$ cat src/rtl/patch_wtsum_gen_pkg.sv
// Shared definitions for the patch weighted-sum feeder and the sorter it drives:
// boolean constants, sizes common to the sorter, and the ceil-log2 helper.
package patch_wtsum_gen_pkg;

  localparam logic TRUE  = 1'b1;
  localparam logic FALSE = 1'b0;

  localparam int SORTER_FP_SIZE = 20;
  localparam int SORTER_N_PATCH = 1024;

  // Ceiling log2; the number of bits needed to index 'value' items.
  function automatic int log2(input int value);
    int r;
    int v;
    r = 0;
    v = value - 1;
    while (v > 0) begin
      r++;
      v = v >> 1;
    end
    return r;
  endfunction

endpackage

$ cat src/rtl/patch_wtsum_gen_res_fifo.sv
// Small synchronous FIFO on distributed RAM with push/pop, occupancy count and
// nonempty flag. Reads are combinational from the head entry.
module res_fifo
  import patch_wtsum_gen_pkg::*;
#(
  parameter int WIDTH = 30,
  parameter int DEPTH = 4
) (
  input  logic                   CLK,
  input  logic                   RESET,
  input  logic                   push,
  input  logic                   pop,
  input  logic [WIDTH-1:0]       wr_data,
  output logic [WIDTH-1:0]       rd_data,
  output logic [log2(DEPTH):0]   count,
  output logic                   nonempty
);

  localparam int AW = log2(DEPTH);
  localparam int CW = AW + 1;
  localparam logic [CW-1:0] FULL_CNT = CW'(DEPTH);

  logic [WIDTH-1:0] mem [DEPTH];
  logic [AW-1:0]    wr_ptr;
  logic [AW-1:0]    rd_ptr;
  logic             do_push;
  logic             do_pop;

  assign nonempty = (count != '0);
  assign do_push  = push && (count != FULL_CNT);
  assign do_pop   = pop && nonempty;

  // NOTE: the storage array has no reset; only pointers and count do, and the
  // head is masked to zero while empty so stale RAM never reaches the outputs.
  always_ff @(posedge CLK) begin
    if (do_push) mem[wr_ptr] <= wr_data;
  end

  assign rd_data = nonempty ? mem[rd_ptr] : '0;

  // Pointers are exactly log2(DEPTH) bits, so they wrap modulo DEPTH on their own.
  always_ff @(posedge CLK or posedge RESET) begin
    if (RESET) begin
      wr_ptr <= '0;
      rd_ptr <= '0;
      count  <= '0;
    end else begin
      if (do_push) wr_ptr <= wr_ptr + 1'b1;
      if (do_pop)  rd_ptr <= rd_ptr + 1'b1;
      case ({do_push, do_pop})
        2'b10:   count <= count + 1'b1;
        2'b01:   count <= count - 1'b1;
        default: count <= count;
      endcase
    end
  end

endmodule

$ cat src/rtl/patch_wtsum_gen.sv
// Per-patch multiply-accumulate of a pixel/weight stream; finished
// {patch_num, wtsum} results are buffered and offered to the sorter.
module patch_wtsum_gen
  import patch_wtsum_gen_pkg::*;
#(
  parameter int N_PATCH    = SORTER_N_PATCH,
  parameter int FP_SIZE    = SORTER_FP_SIZE,
  parameter int PIX_SIZE   = 12,
  parameter int W_SIZE     = 16,
  parameter int MAX_PIX    = 64,
  parameter int FRAC_SHIFT = 8,
  parameter int FIFO_DEPTH = 4
) (
  input  logic                       CLK,
  input  logic                       RESET,
  input  logic                       pix_val,
  output logic                       pix_rdy,
  input  logic [log2(N_PATCH)-1:0]   pix_patch,
  input  logic                       pix_last,
  input  logic [PIX_SIZE-1:0]        pix_data,
  input  logic [W_SIZE-1:0]          pix_weight,
  input  logic                       sorter_ready,
  output logic                       patch_val,
  output logic [log2(N_PATCH)-1:0]   patch_num,
  output logic [FP_SIZE-1:0]         wtsum,
  input  logic                       patch_ack,
  output logic                       err,
  output logic [7:0]                 GPIO_LED
);

  localparam int PN_W   = log2(N_PATCH);
  localparam int PROD_W = PIX_SIZE + W_SIZE;
  localparam int ACC_W  = PROD_W + log2(MAX_PIX);
  localparam int BC_W   = log2(MAX_PIX + 1);
  localparam int CNT_W  = log2(FIFO_DEPTH) + 1;
  localparam int OCC_W  = CNT_W + 1;
  localparam logic [BC_W-1:0]  MAX_CNT   = BC_W'(MAX_PIX);
  localparam logic [OCC_W-1:0] RDY_LIMIT = OCC_W'(FIFO_DEPTH - 2);

  typedef struct packed {
    logic              valid;
    logic              last;
    logic [PN_W-1:0]   patch;
    logic [PROD_W-1:0] prod;
  } stage_t;

  typedef struct packed {
    logic [PN_W-1:0]    num;
    logic [FP_SIZE-1:0] sum;
  } result_t;

  stage_t            s1, s2;
  logic              alive;
  logic              accept;

  logic              first;
  logic [ACC_W-1:0]  acc, acc_new, shifted;
  logic [PN_W-1:0]   first_patch;
  logic [BC_W-1:0]   beat_cnt;
  logic [FP_SIZE-1:0] result;
  logic              sat, patch_bad, too_long, err_q;

  logic              push, pop, next_nonempty;
  logic [CNT_W-1:0]  fifo_count;
  logic              fifo_nonempty;
  result_t           fifo_wr, head;
  logic [OCC_W-1:0]  occupancy;

  // Counting finished-but-unwritten results in S1/S2 against free FIFO slots
  // keeps the FIFO from ever overflowing. 'alive' holds pix_rdy low in reset.
  assign occupancy = OCC_W'(fifo_count) + OCC_W'(s1.valid && s1.last)
                   + OCC_W'(s2.valid && s2.last);
  assign pix_rdy   = alive && (occupancy <= RDY_LIMIT);
  assign accept    = pix_val && pix_rdy;

  // NOTE: sequential state uses non-blocking assignments so every flop samples
  // pre-edge values and the pipeline stages shift in lockstep.
  always_ff @(posedge CLK or posedge RESET) begin
    if (RESET) begin
      alive <= FALSE;
      s1    <= '0;
      s2    <= '0;
    end else begin
      alive    <= TRUE;
      s1.valid <= accept;
      s1.last  <= pix_last;
      s1.patch <= pix_patch;
      s1.prod  <= PROD_W'(pix_data) * PROD_W'(pix_weight);
      s2       <= s1;
    end
  end

  // NOTE: every signal in this block is assigned on every path, so no latch
  // can be inferred.
  always_comb begin
    acc_new   = (first ? '0 : acc) + ACC_W'(s2.prod);
    shifted   = acc_new >> FRAC_SHIFT;
    sat       = |(shifted >> FP_SIZE);
    result    = sat ? '1 : shifted[FP_SIZE-1:0];
    patch_bad = s2.valid && !first && (s2.patch != first_patch);
    too_long  = s2.valid && !first && (beat_cnt == MAX_CNT);
  end

  // A beat past MAX_PIX is still accumulated; it only raises the sticky error.
  always_ff @(posedge CLK or posedge RESET) begin
    if (RESET) begin
      acc         <= '0;
      first       <= TRUE;
      first_patch <= '0;
      beat_cnt    <= '0;
      err_q       <= FALSE;
    end else begin
      if (s2.valid) begin
        acc   <= acc_new;
        first <= s2.last;
        if (first) begin
          first_patch <= s2.patch;
          beat_cnt    <= BC_W'(1);
        end else if (!too_long) begin
          beat_cnt <= beat_cnt + 1'b1;
        end
      end
      if (patch_bad || too_long) err_q <= TRUE;
    end
  end

  assign push        = s2.valid && s2.last;
  assign fifo_wr.num = s2.patch;
  assign fifo_wr.sum = result;
  assign pop         = patch_val && patch_ack;

  res_fifo #(
    .WIDTH (PN_W + FP_SIZE),
    .DEPTH (FIFO_DEPTH)
  ) u_res_fifo (
    .CLK      (CLK),
    .RESET    (RESET),
    .push     (push),
    .pop      (pop),
    .wr_data  (fifo_wr),
    .rd_data  (head),
    .count    (fifo_count),
    .nonempty (fifo_nonempty)
  );

  // Offer looks at post-edge occupancy so a fresh result is offered the cycle
  // after it is written; an accepted offer always drops for one cycle.
  assign next_nonempty = push || (fifo_count > CNT_W'(1)) || (fifo_nonempty && !pop);

  always_ff @(posedge CLK or posedge RESET) begin
    if (RESET) patch_val <= FALSE;
    else       patch_val <= sorter_ready && next_nonempty && !pop;
  end

  assign patch_num = head.num;
  assign wtsum     = head.sum;
  assign err       = err_q;
  assign GPIO_LED  = {6'd0, err_q, fifo_nonempty};

endmodule

$ cat config.mk
export PLATFORM = sky130hd
export DESIGN_NAME = patch_wtsum_gen
export DESIGN_NICKNAME = d
export VERILOG_FILES = /design/src/rtl/patch_wtsum_gen_pkg.sv /design/src/rtl/patch_wtsum_gen_res_fifo.sv /design/src/rtl/patch_wtsum_gen.sv
export SDC_FILE = /design/constraint.sdc
export NUM_CORES = 1
export LEC_CHECK = 0
export CORE_UTILIZATION = 44
export CTS_CLUSTER_DIAMETER = 50
export DETAILED_ROUTE_END_ITERATION = 10
export SLEW_MARGIN = 10
export SYNTH_ARGS = -nofsm -noshare
export SYNTH_HDL_FRONTEND = slang
export SYNTH_HIERARCHICAL = 1
export SYNTH_SLANG_ARGS = --single-unit
$ cat constraint.sdc
create_clock -name CLK -period 5 [get_ports CLK]
set_input_delay 1.25 -clock CLK [delete_from_list [all_inputs] [get_ports CLK]]
set_output_delay 1.25 -clock CLK [all_outputs]
set_load 0.05 [all_outputs]
==> impl_results.rst, run 1 <==
.. list-table::
   :header-rows: 1

   * - Metric
     - Value
   * - Clock root buffer
     - sky130_fd_sc_hd__clkbuf_16
   * - Number of antenna repair diodes
     - 0
   * - Hold Violations, Final
     - 0
   * - Max Clock Skew
     - 0.02046 ns
   * - Power per standard cell area
     - 725.6 mW/mm^2
   * - Clock tree from TritonCTS
     - yes
   * - Area occupied by multi-input gates
     - ~0.0098 sq mm
   * - Highest Clock Rate
     - 0.1757 GHz
   * - Min-delay worst type
     - flip-flop to flip-flop
   * - Total standard cell area after synthesis
     - 0.01769 sq mm
   * - Leading cell type in the layout, fill and taps excluded
     - sky130_fd_sc_hd__inv_1
   * - Avg WL per Cell
     - roughly 15 microns
   * - Top area cells in the synthesized netlist
     - sky130_fd_sc_hd__edfxtp_1 20%, sky130_fd_sc_hd__dfrtp_1 20%, sky130_fd_sc_hd__fa_1 16%, sky130_fd_sc_hd__ha_1 7.2%, sky130_fd_sc_hd__inv_1 4.7%
   * - Worst IR drop on VDD
     - about 0.00048 V
   * - Hold bufs inserted after CTS
     - 0
   * - Longest Clk Path Bufs
     - 3
   * - Commonest register cell after synthesis
     - sky130_fd_sc_hd__dfrtp_1
   * - Detailed Route Iter0 Violations
     - ~380
   * - Category of the worst setup path capture point
     - flip-flop
   * - Max_cap viols
     - 0
   * - Sequential cell area fraction in the yosys report
     - around two fifths
   * - Area fraction of the dominant cell type after synthesis
     - 20.37%
   * - Wire length after detailed routing
     - 34.50 mm
   * - Static Leakage
     - between 9 and 10 nW
   * - Post-synthesis average cell area
     - around 11 sq um
   * - Number of standard cells after synthesis
     - ~1600
   * - Die Width
     - between 200 and 250 microns
   * - Count of buffer and inverter cells on the critical path
     - 6
   * - Maximum number of pins on one net before global-route repair
     - 81
   * - Floorplan Core Area
     - 0.03973 sq mm
   * - Final critical-path share of the clock period
     - 113.8%
   * - P&R area growth vs syn
     - 22.54%
   * - Final Hold Slack
     - between 0.3 and 0.4 ns
   * - Arrival time worst endpoint
     - 6.12 ns
   * - Crit path max-delay family
     - adder cells
   * - Most utilized layer in the global route result
     - met2
   * - Flops & latches, synth
     - approximately 260
   * - Peak per-stage delay on the critical path
     - roughly 0.59 ns
   * - Net switching component of the power
     - around 6.7 mW
   * - Final WS setup
     - -0.6924 ns
   * - Startpoint class of the critical path
     - primary input
   * - Chip height
     - 202.5 microns
   * - Warning count from the yosys run
     - 6
   * - Portion of total power attributed to sequential cells
     - 20.4%
   * - Worst-skew pair later-pin latency
     - 0.52 ns
   * - Initial antenna violation count
     - 0
   * - Residual DRC count
     - 2
   * - Fill cell instance count of the final layout
     - 3398
   * - Power consumption
     - 15.72 mW
   * - Gr ovfl total
     - 0
   * - Pin slew with the least headroom to its limit
     - a little under 1 ns
   * - Routed vias
     - approximately 12000
   * - Starting density of the core
     - between 40% and 50%
   * - Number of distinct library cell variants in the gate-level netlist after synthesis
     - between 70 and 80
   * - Worst Path Class, Setup
     - primary input to flip-flop
   * - Initial DRT Pass Iterations
     - 8
   * - Post-detailed-route count of antenna-violating nets
     - 0
   * - Weighted congestion reported at the end of routability-driven placement
     - 0.8501
   * - Number of setup violations in the final report
     - 12
   * - Wire length of the first global-routing pass
     - 58.89 mm
   * - Vias in the first global route
     - roughly 12000
   * - Area occupied by registers
     - 0.007161 sq mm
   * - Ratio of cells with drive above 1 in the final layout
     - 24.79%
   * - Number of cell rows
     - 73
   * - Final critical-path required period
     - 5.692 ns
   * - Worst EP required
     - 5.42 ns
   * - Yosys top cell by area
     - sky130_fd_sc_hd__edfxtp_1
   * - Combinational share of power
     - between 60% and 70%
   * - Detail Placement HPWL
     - between 20 and 30 mm
   * - Count of input and output buffers
     - slightly below 80
   * - Highest-count cells in the layout ignoring fill and taps
     - 198 x sky130_fd_sc_hd__inv_1, 139 x sky130_fd_sc_hd__dfrtp_1, 132 x sky130_fd_sc_hd__nand2_1, 132 x sky130_fd_sc_hd__buf_4, 130 x sky130_fd_sc_hd__fa_1
   * - Clock-pin slew on the worst setup and hold paths
     - 0.07 ns
   * - Worst relative slew slack
     - between 30% and 40%
   * - Met1 demand-to-capacity share in global routing
     - a little under a quarter
   * - CP Cell Sequence
     - buf_6 -> buf_6 -> buf_6 -> nand2_4 -> fa_1 -> fa_2 -> inv_2 -> fa_2 -> fa_1 -> inv_1 -> fa_1 -> inv_2 -> ha_4 -> and2_4 -> a31o_4 -> a311oi_4 -> a21oi_2 -> o41a_1 -> a221o_1 -> a21oi_2 -> xnor2_1
   * - Detail-routed via count per cell
     - ~5
   * - Sinks on the clock net
     - 262
   * - Routing usage on met2
     - between 30% and 40%
   * - Crit Path Max Fanout
     - 2
   * - Clock buffer count from CTS
     - 25
   * - Met3 routing resource usage after global routing
     - under 10%
   * - Cell-internal power
     - roughly 9 mW
   * - Sw Share
     - between 40% and 50%
   * - Net count, final
     - between 2000 and 2500
   * - Total negative slack for setup checks
     - -4.726 ns
   * - Number of enable flip-flop cells after synthesis
     - 120
   * - Cell at the slowest stage of the critical path
     - sky130_fd_sc_hd__fa_2
   * - H-tree level count
     - 1
   * - Asr flop ratio synth
     - a little over half
   * - DIE AREA
     - between 0.04 and 0.05 sq mm
   * - Setup repair after global routing missed its margin
     - true
   * - Ports placed on the boundary
     - 85
   * - Portion of total power attributed to the clock network
     - a little under an eighth
   * - Run status
     - complete, but fails checks
   * - Violations in the final reports
     - DRC, setup timing
   * - Overall Global Routing Usage
     - 17.32%
   * - Total count of max-transition violations in the final report
     - 0
==> registers in the layout, indices dropped and copies added (netlist names) <==
| name | flops |
|---|---|
| acc | 34 |
| alive | 1 |
| beat_cnt | 7 |
| err | 1 |
| fifo_wr | 10 |
| first | 1 |
| first_patch | 10 |
| patch_val | 1 |
| s1 | 40 |
| s2 | 30 |
| u_res_fifo/count | 3 |
| u_res_fifo/mem | 120 |
| u_res_fifo/rd_ptr | 2 |
| u_res_fifo/wr_ptr | 2 |
==> cell usage after synthesis, types with 34 or more instances <==
library cell and number:
sky130_fd_sc_hd__xnor2_1 39, sky130_fd_sc_hd__clkbuf_1 42, sky130_fd_sc_hd__nor2_1 50, sky130_fd_sc_hd__fa_1 143, sky130_fd_sc_hd__and2_1 111, sky130_fd_sc_hd__inv_1 221, sky130_fd_sc_hd__dfrtp_1 141, sky130_fd_sc_hd__a21oi_1 47
sky130_fd_sc_hd__ha_1 102, sky130_fd_sc_hd__nand2_1 157, sky130_fd_sc_hd__mux2_2 34, sky130_fd_sc_hd__edfxtp_1 120
==> per-layer routing <==
metal,wire length (microns),up-vias
met5,0,-
met4,452,0
met3,1028,30
met2,17490,196
met1,15530,5682
li1,-,5597
==> worst paths after layout <==
check | end | slack [ns] | cells past startpoint | start
hold reg to reg | fifo_wr[25] | 0.34 | 0 | s1[33]
max in group asynchronous | acc[24] | 3.00 | 3 | RESET
hold / removal | fifo_wr[25] | 0.34 | 0 | s1[33]
setup / recovery | s1[27] | -0.69 | 21 | pix_data[10]
min in group asynchronous | u_res_fifo/rd_ptr[1] | 1.09 | 2 | RESET
setup reg to reg | u_res_fifo/mem[2][18] | 0.81 | 12 | first
==> kinds of logic (layout without fill, tap and decap cells) <==
family,Yosys count,in the layout,share of synthesized area [%]
other cells,2,7,0.04246
simple gates,455,455,13.02
fa+ha+maj,245,245,23.40
mux,66,66,6.141
compound gates,173,173,6.594
buf+inv,290,522,7.103
flops,262,262,40.47
xor+xnor,65,65,3.219
==> timing repair <==
| action | 4_1_cts | 5_1_grt |
|---|---|---|
| cloned | 0 | 0 |
| endpoints found under the hold margin | 0 | 0 |
| setup endpoints to repair | 18 | 16 |
| pin swaps | 75 | 72 |
| buffers inserted | 27 | 14 |
| gates resized for setup | 216 | 60 |
==> cell type report <==
type | count | share of cell area, %
multi-input cells | 1011 | 45.39
flip-flops and latches | 262 | 33.04
repair buffers | 256 | 10.92
inverters | 221 | 3.851
clock buffers | 31 | 3.227
well taps | 525 | 3.031
clock inverters | 14 | 0.5427
==> metrics by stage <==
step	worst slack [ns]	instance area, sq um	util, %	std cells
2_1_floorplan	-1.028	18140	-	1563
3_3_place_gp	-1.776	19990	50.32	2236
3_5_place_dp	-1.889	19990	50.32	2236
4_1_cts	-0.8833	21360	53.76	2308
5_1_grt	-0.8460	21670	54.55	2320
6_report	-0.6924	21670	54.55	2320
==> power by group through the flow <==
| stage | registers [mW] | logic, mW | clock network, mW |
|---|---|---|---|
| global placement | 3.23 | 9.54 | 0 |
| floorplan | 3.13 | 7.04 | 0 |
| detailed placement | 3.25 | 9.69 | 0 |
| finish | 3.20 | 10.7 | 1.83 |
| CTS | 3.21 | 10.3 | 1.89 |
| global route | 3.27 | 11.9 | 1.98 |
Power figures use the tool's default switching activity.
==> run 2: changes to the inputs <==
Settings changed: CORE_UTILIZATION 44 to 40.
==> impl_results.rst, run 2 (synthesized netlist as in run 1, its figures left out) <==
.. list-table::
   :header-rows: 1

   * - Metric
     - Value
   * - Chip height
     - about 210 microns
   * - Ratio of cells with drive above 1 in the final layout
     - 24.89%
   * - Routed length on met1
     - roughly 16 mm
   * - Die Width
     - between 200 and 250 microns
   * - Initial antenna violation count
     - 0
   * - Number of cell rows
     - 76
   * - Final critical-path required period
     - 5.666 ns
   * - Net count, final
     - between 2000 and 2500
   * - DR top layer
     - met4
   * - Count of input and output buffers
     - 78
   * - Worst Path Class, Setup
     - primary input to flip-flop
   * - Top Registers
     - u_res_fifo/mem (120), s1 (40), acc (34)
   * - Startpoint class of the critical path
     - primary input
   * - Total negative slack for setup checks
     - -4.548 ns
   * - Run status
     - complete, but fails checks
   * - Category of the worst setup path capture point
     - flip-flop
   * - Residual DRC count
     - 0
   * - Wire length after detailed routing
     - 35.30 mm
   * - Wire length on met3
     - between 1 and 1.5 mm
   * - Min-delay worst type
     - flip-flop to flip-flop
   * - Highest-count cells in the layout ignoring fill and taps
     - 197 x sky130_fd_sc_hd__inv_1, 140 x sky130_fd_sc_hd__nand2_1, 139 x sky130_fd_sc_hd__dfrtp_1
   * - Met2 Wirelength
     - 17.12 mm
   * - Number of antenna repair diodes
     - 0
   * - Largest register by flop count
     - u_res_fifo/mem
   * - Hold Violations, Final
     - 0
   * - P&R area growth vs syn
     - 23.32%
   * - Clock tree from TritonCTS
     - yes
   * - Detail Placement HPWL
     - about 26 mm
   * - Worst relative slew slack
     - between 30% and 40%
   * - Clock buffer count from CTS
     - 27
   * - Clock root buffer
     - sky130_fd_sc_hd__clkbuf_16
   * - Ports placed on the boundary
     - 85
   * - Static Leakage
     - around 9.6 nW
   * - DIE AREA
     - around 0.045 sq mm
   * - Avg WL per Cell
     - ~15 microns
   * - Sinks on the clock net
     - about 260
   * - Pin slew with the least headroom to its limit
     - 0.9919 ns
   * - Gr ovfl total
     - 0
   * - Count of buffer and inverter cells on the critical path
     - 6
   * - Overall Global Routing Usage
     - 15.95%
   * - Final design instance area without fill
     - around 0.022 sq mm
   * - Worst IR drop on VDD
     - ~0.00042 V
   * - Max_cap viols
     - 0
   * - CP Cell Sequence
     - buf_6 -> buf_6 -> buf_6 -> nand2_4 -> fa_1 -> fa_2 -> inv_2 -> fa_2 -> fa_1 -> inv_1 -> fa_1 -> inv_2 -> ha_4 -> and2_4 -> a31o_4 -> a311oi_4 -> a21oi_2 -> o41a_1 -> a221o_1 -> a21oi_2 -> xnor2_1
   * - Longest Clk Path Bufs
     - 3
   * - Crit path max-delay family
     - adder cells
   * - Routed vias
     - ~12000
   * - Detailed Route Iter0 Violations
     - approximately 460
   * - Post-detailed-route count of antenna-violating nets
     - 0
   * - Floorplan Core Area
     - between 0.04 and 0.05 sq mm
   * - Final WS setup
     - -0.6664 ns
   * - Max Clock Skew
     - roughly 0.0087 ns
   * - Highest Clock Rate
     - 0.1765 GHz
   * - Starting density of the core
     - between 40 and 50%
   * - Worst EP required
     - ~5.4 ns
   * - Placed cell areas
     - 0.02001 sq mm
   * - Maximum number of pins on one net before global-route repair
     - between 100 and 150
   * - Wire length of the first global-routing pass
     - a little under 60 mm
   * - Peak per-stage delay on the critical path
     - around 0.56 ns
   * - Worst-skew pair later-pin latency
     - 0.53 ns
   * - Setup repair after global routing missed its margin
     - true
   * - Power per standard cell area
     - roughly 740 mW/mm^2
   * - Total count of max-transition violations in the final report
     - 0
   * - Leading cell type in the layout, fill and taps excluded
     - sky130_fd_sc_hd__inv_1
   * - Number of setup violations in the final report
     - 12
   * - Flip-flop count of the largest register after layout
     - 120
   * - Crit Path Max Fanout
     - 5
   * - Weighted congestion reported at the end of routability-driven placement
     - between 0.8 and 0.9
   * - Violations in the final reports
     - setup timing
   * - Arrival time worst endpoint
     - around 6 ns
   * - H-tree level count
     - 1
   * - Clock-pin slew on the worst setup and hold paths
     - approximately 0.060 ns
   * - Cell at the slowest stage of the critical path
     - sky130_fd_sc_hd__fa_2
   * - Initial DRT Pass Iterations
     - 5
   * - Vias in the first global route
     - between 10000 and 15000
   * - Detail-routed via count per cell
     - 4.863
   * - Final critical-path share of the clock period
     - 113.3%
[run 2: area by class of cell]
| cell class | instances | area [sq um] |
|---|---|---|
| clock buffer | 40 | 782.0 |
| inverter | 221 | 834.6 |
| multi-input combinational | 1011 | 9889 |
| timing repair buffer | 252 | 2315 |
| sequential | 262 | 7161 |
| tap | 585 | 732.0 |
| clock inverter | 10 | 97.59 |
| fill | 3917 | 21550 |
[run 2: power breakdown]
part	switching (mW)	internal, mW
combinational	5.78	5.29
sequential	0.298	2.92
clock	0.802	1.14
[run 2: final timing paths]
check | startpoint | end | slack [ns] | cells past startpoint
max | pix_data[10] | s1[27] | -0.67 | 21
min | s1[22] | s2[22] | 0.34 | 0
max reg2reg | first | u_res_fifo/mem[0][15] | 0.83 | 12
min reg2reg | s1[22] | s2[22] | 0.34 | 0
max in group asynchronous | RESET | fifo_wr[24] | 2.82 | 3
min in group asynchronous | RESET | u_res_fifo/count[0] | 1.08 | 2
[run 2: repair_timing]
item,CTS,global route
hold buffers,0,0
gates cloned,0,0
gates resized for setup,228,65
setup buffers,34,13
pin swaps,81,55
setup endpoints to repair,18,16
[run 2: through the flow]
step | cells | utilization, % | hold WS, ns | power [mW] | worst slack (ns)
6_report | 2381 | 50.30 | 0.3422 | 16.23 | -0.6664
5_1_grt | 2381 | 50.30 | 0.3507 | 17.60 | -0.8502
4_1_cts | 2374 | 49.62 | 0.3448 | 15.69 | -0.7665
3_5_place_dp | 2290 | 46.15 | 0.3347 | 13.00 | -1.846
3_3_place_gp | 2290 | 46.15 | 0.3315 | 12.79 | -1.785
2_1_floorplan | 1563 | - | 0.3312 | 10.16 | -1.028
[run 2: metal layers]
layer  vias up  track usage (%)
met3        61            1.492
met2       207            28.00
met5         -                0
met4         0            4.044
li1       5590                -
met1      5720            21.16
==> run 3: changes to the inputs <==
Settings changed: CORE_ASPECT_RATIO set to 0.7.
==> impl_results.rst, run 3 (synthesized netlist as in run 1, its figures left out) <==
.. list-table::
   :header-rows: 1

   * - Metric
     - Value
   * - Highest-count cells in the layout ignoring fill and taps
     - 202 x sky130_fd_sc_hd__inv_1, 142 x sky130_fd_sc_hd__buf_4, 141 x sky130_fd_sc_hd__nand2_1
   * - Ratio of cells with drive above 1 in the final layout
     - 25.00%
   * - Highest Clock Rate
     - 0.1725 GHz
   * - Count of cells along the worst register-to-register path
     - 12
   * - Crit Path Max Fanout
     - 5
   * - Sinks on the clock net
     - roughly 260
   * - Largest register by flop count
     - u_res_fifo/mem
   * - Hold Violations, Final
     - 0
   * - Worst Path Class, Setup
     - primary input to flip-flop
   * - Reg2Reg Launch Point
     - first
   * - Violations in the final reports
     - setup timing
   * - Clock root buffer
     - sky130_fd_sc_hd__clkbuf_16
   * - Most frequent cell on the critical path
     - sky130_fd_sc_hd__fa_1
   * - Worst-skew pair later-pin latency
     - approximately 0.53 ns
   * - Wire length of the first global-routing pass
     - 63.02 mm
   * - Run status
     - complete, but fails checks
   * - Number of cell rows
     - 64
   * - Leading cell type in the layout, fill and taps excluded
     - sky130_fd_sc_hd__inv_1
   * - Peak per-stage delay on the critical path
     - 0.55 ns
   * - Maximum number of pins on one net before global-route repair
     - slightly above 100
   * - Wire length after detailed routing
     - ~38 mm
   * - Overall Global Routing Usage
     - between 10% and 20%
   * - Starting density of the core
     - 40.52%
   * - Register-to-register path setup slack
     - 0.58 ns
   * - Flip-flop count of the largest register after layout
     - 120
   * - Total count of max-transition violations in the final report
     - 0
   * - CP Cell Sequence
     - buf_8 -> buf_6 -> and2_4 -> fa_1 -> fa_1 -> fa_1 -> fa_1 -> inv_1 -> fa_1 -> inv_2 -> ha_4 -> and2_4 -> a31o_4 -> a311oi_4 -> a21oi_2 -> o41a_1 -> a221o_1 -> a21oi_2 -> xnor2_1
   * - Total negative slack for setup checks
     - -5.790 ns
   * - P&R area growth vs syn
     - 23.47%
   * - Net count, final
     - 2066
   * - Launch point of the worst path
     - pix_data[10]
   * - Count of input and output buffers
     - 78
   * - Category of the worst setup path capture point
     - flip-flop
   * - Detail-routed via count per cell
     - roughly 4.9
   * - Utilization after layout
     - ~50%
   * - Routed vias
     - 11800
   * - Die Width
     - ~250 microns
   * - Detail Placement HPWL
     - ~28 mm
   * - Chip height
     - 177.9 microns
   * - Arrival time worst endpoint
     - between 6 and 7 ns
   * - Clock buffer count from CTS
     - 25
   * - Critical path endpoint
     - s1[27]
   * - Final critical-path share of the clock period
     - 115.9%
   * - Final WS setup
     - -0.7967 ns
   * - Worst reg2reg path endpoint
     - u_res_fifo/mem[0][4]
   * - Pin slew with the least headroom to its limit
     - 0.9413 ns
   * - Number of antenna repair diodes
     - 0
   * - Cell at the slowest stage of the critical path
     - sky130_fd_sc_hd__fa_1
   * - Worst EP required
     - between 5 and 6 ns
   * - Residual DRC count
     - 0
   * - Startpoint class of the critical path
     - primary input
   * - Number of setup violations in the final report
     - 13
   * - Post-detailed-route count of antenna-violating nets
     - 0
   * - Setup repair after global routing missed its margin
     - true
   * - Weighted congestion reported at the end of routability-driven placement
     - 0.8515
   * - Longest Clk Path Bufs
     - 3
   * - Vias in the first global route
     - between 10000 and 15000
   * - Gr ovfl total
     - 0
   * - Final critical-path required period
     - 5.797 ns
   * - Max Clock Skew
     - 0.01792 ns
   * - Floorplan Core Area
     - 0.04364 sq mm
   * - Max_cap viols
     - 0
   * - Avg WL per Cell
     - 15.69 microns
   * - Min-delay worst type
     - flip-flop to flip-flop
   * - Initial DRT Pass Iterations
     - 5
   * - Ports placed on the boundary
     - 85
   * - Top Registers
     - u_res_fifo/mem (120), s1 (40), acc (34)
   * - Clock-pin slew on the worst setup and hold paths
     - roughly 0.070 ns
   * - Initial antenna violation count
     - 0
   * - Clock tree from TritonCTS
     - yes
   * - Detailed Route Iter0 Violations
     - 654
   * - Worst relative slew slack
     - 37.24%
   * - DIE AREA
     - between 0.04 and 0.05 sq mm
   * - H-tree level count
     - 1
## run 3: cell count changes in the layout (fill, tap and decap cells not counted), sizes merged
cell	previous run	this run
clkinv	3	9
dlygate4sd2	4	2
inv	226	222
buf	196	197
bufinv	1	2
clkdlybuf4s15	0	2
clkbuf	41	37
## run 3: timing repair
item,CTS,global route
buffers inserted,17,16
gates resized for setup,173,96
pin swaps,71,79
endpoints found under the setup margin,18,16
hold buffers,0,0
gates cloned,1,0
## run 3: worst min path at each step
| stage | from | end | cells after the start |
|---|---|---|---|
| finish | s1[26] | s2[26] | 0 |
| global route | s1[23] | s2[23] | 0 |
| CTS | s1[23] | s2[23] | 0 |
| detailed placement | s1[12] | s2[12] | 0 |
| global placement | s1[34] | fifo_wr[26] | 0 |
| floorplan | s1[28] | fifo_wr[20] | 0 |
## run 3: final cells by class
cell class	instances	area [sq um]
fill	3809	21810
multi-input combinational	1011	9956
sequential	262	7161
timing repair buffer	256	2256
inverter	221	834.6
tap	594	743.2
clock buffer	33	738.2
clock inverter	13	147.6
## run 3: per-stage QoR
step | worst slack, ns | hold WS, ns | area, sq um | cells
detailed placement | -1.911 | 0.3347 | 20190 | 2316
global placement | -1.765 | 0.3321 | 20190 | 2316
global route | -0.9139 | 0.3432 | 21840 | 2390
CTS | -0.8821 | 0.3444 | 21460 | 2379
finish | -0.7967 | 0.3407 | 21840 | 2390
floorplan | -1.028 | 0.3312 | 18140 | 1563
## run 3: critical path: cells and delay by family
family / cells / cell delay [ns]
buffers and inverters: 4 / 0.32
AOI/OAI and AO/OA: 6 / 1.53
adders and majority gates: 6 / 2.70
and+or+nand+nor: 2 / 0.30
xor gates and xnor gates: 1 / 0.12
## run 3: metal layers
metal | vias to the layer above | part of all wire (%) | global-route usage (%)
li1 | 5604 | - | -
met1 | 5990 | 50 | 26.20
met2 | 176 | 45 | 27.52
met3 | 31 | 3.9 | 2.376
met4 | 0 | 0.88 | 2.096
met5 | - | 0 | 0
Power of run 3 is not shown: default switching activity piles up to over one toggle a cycle in this logic, so the estimate is an artifact.
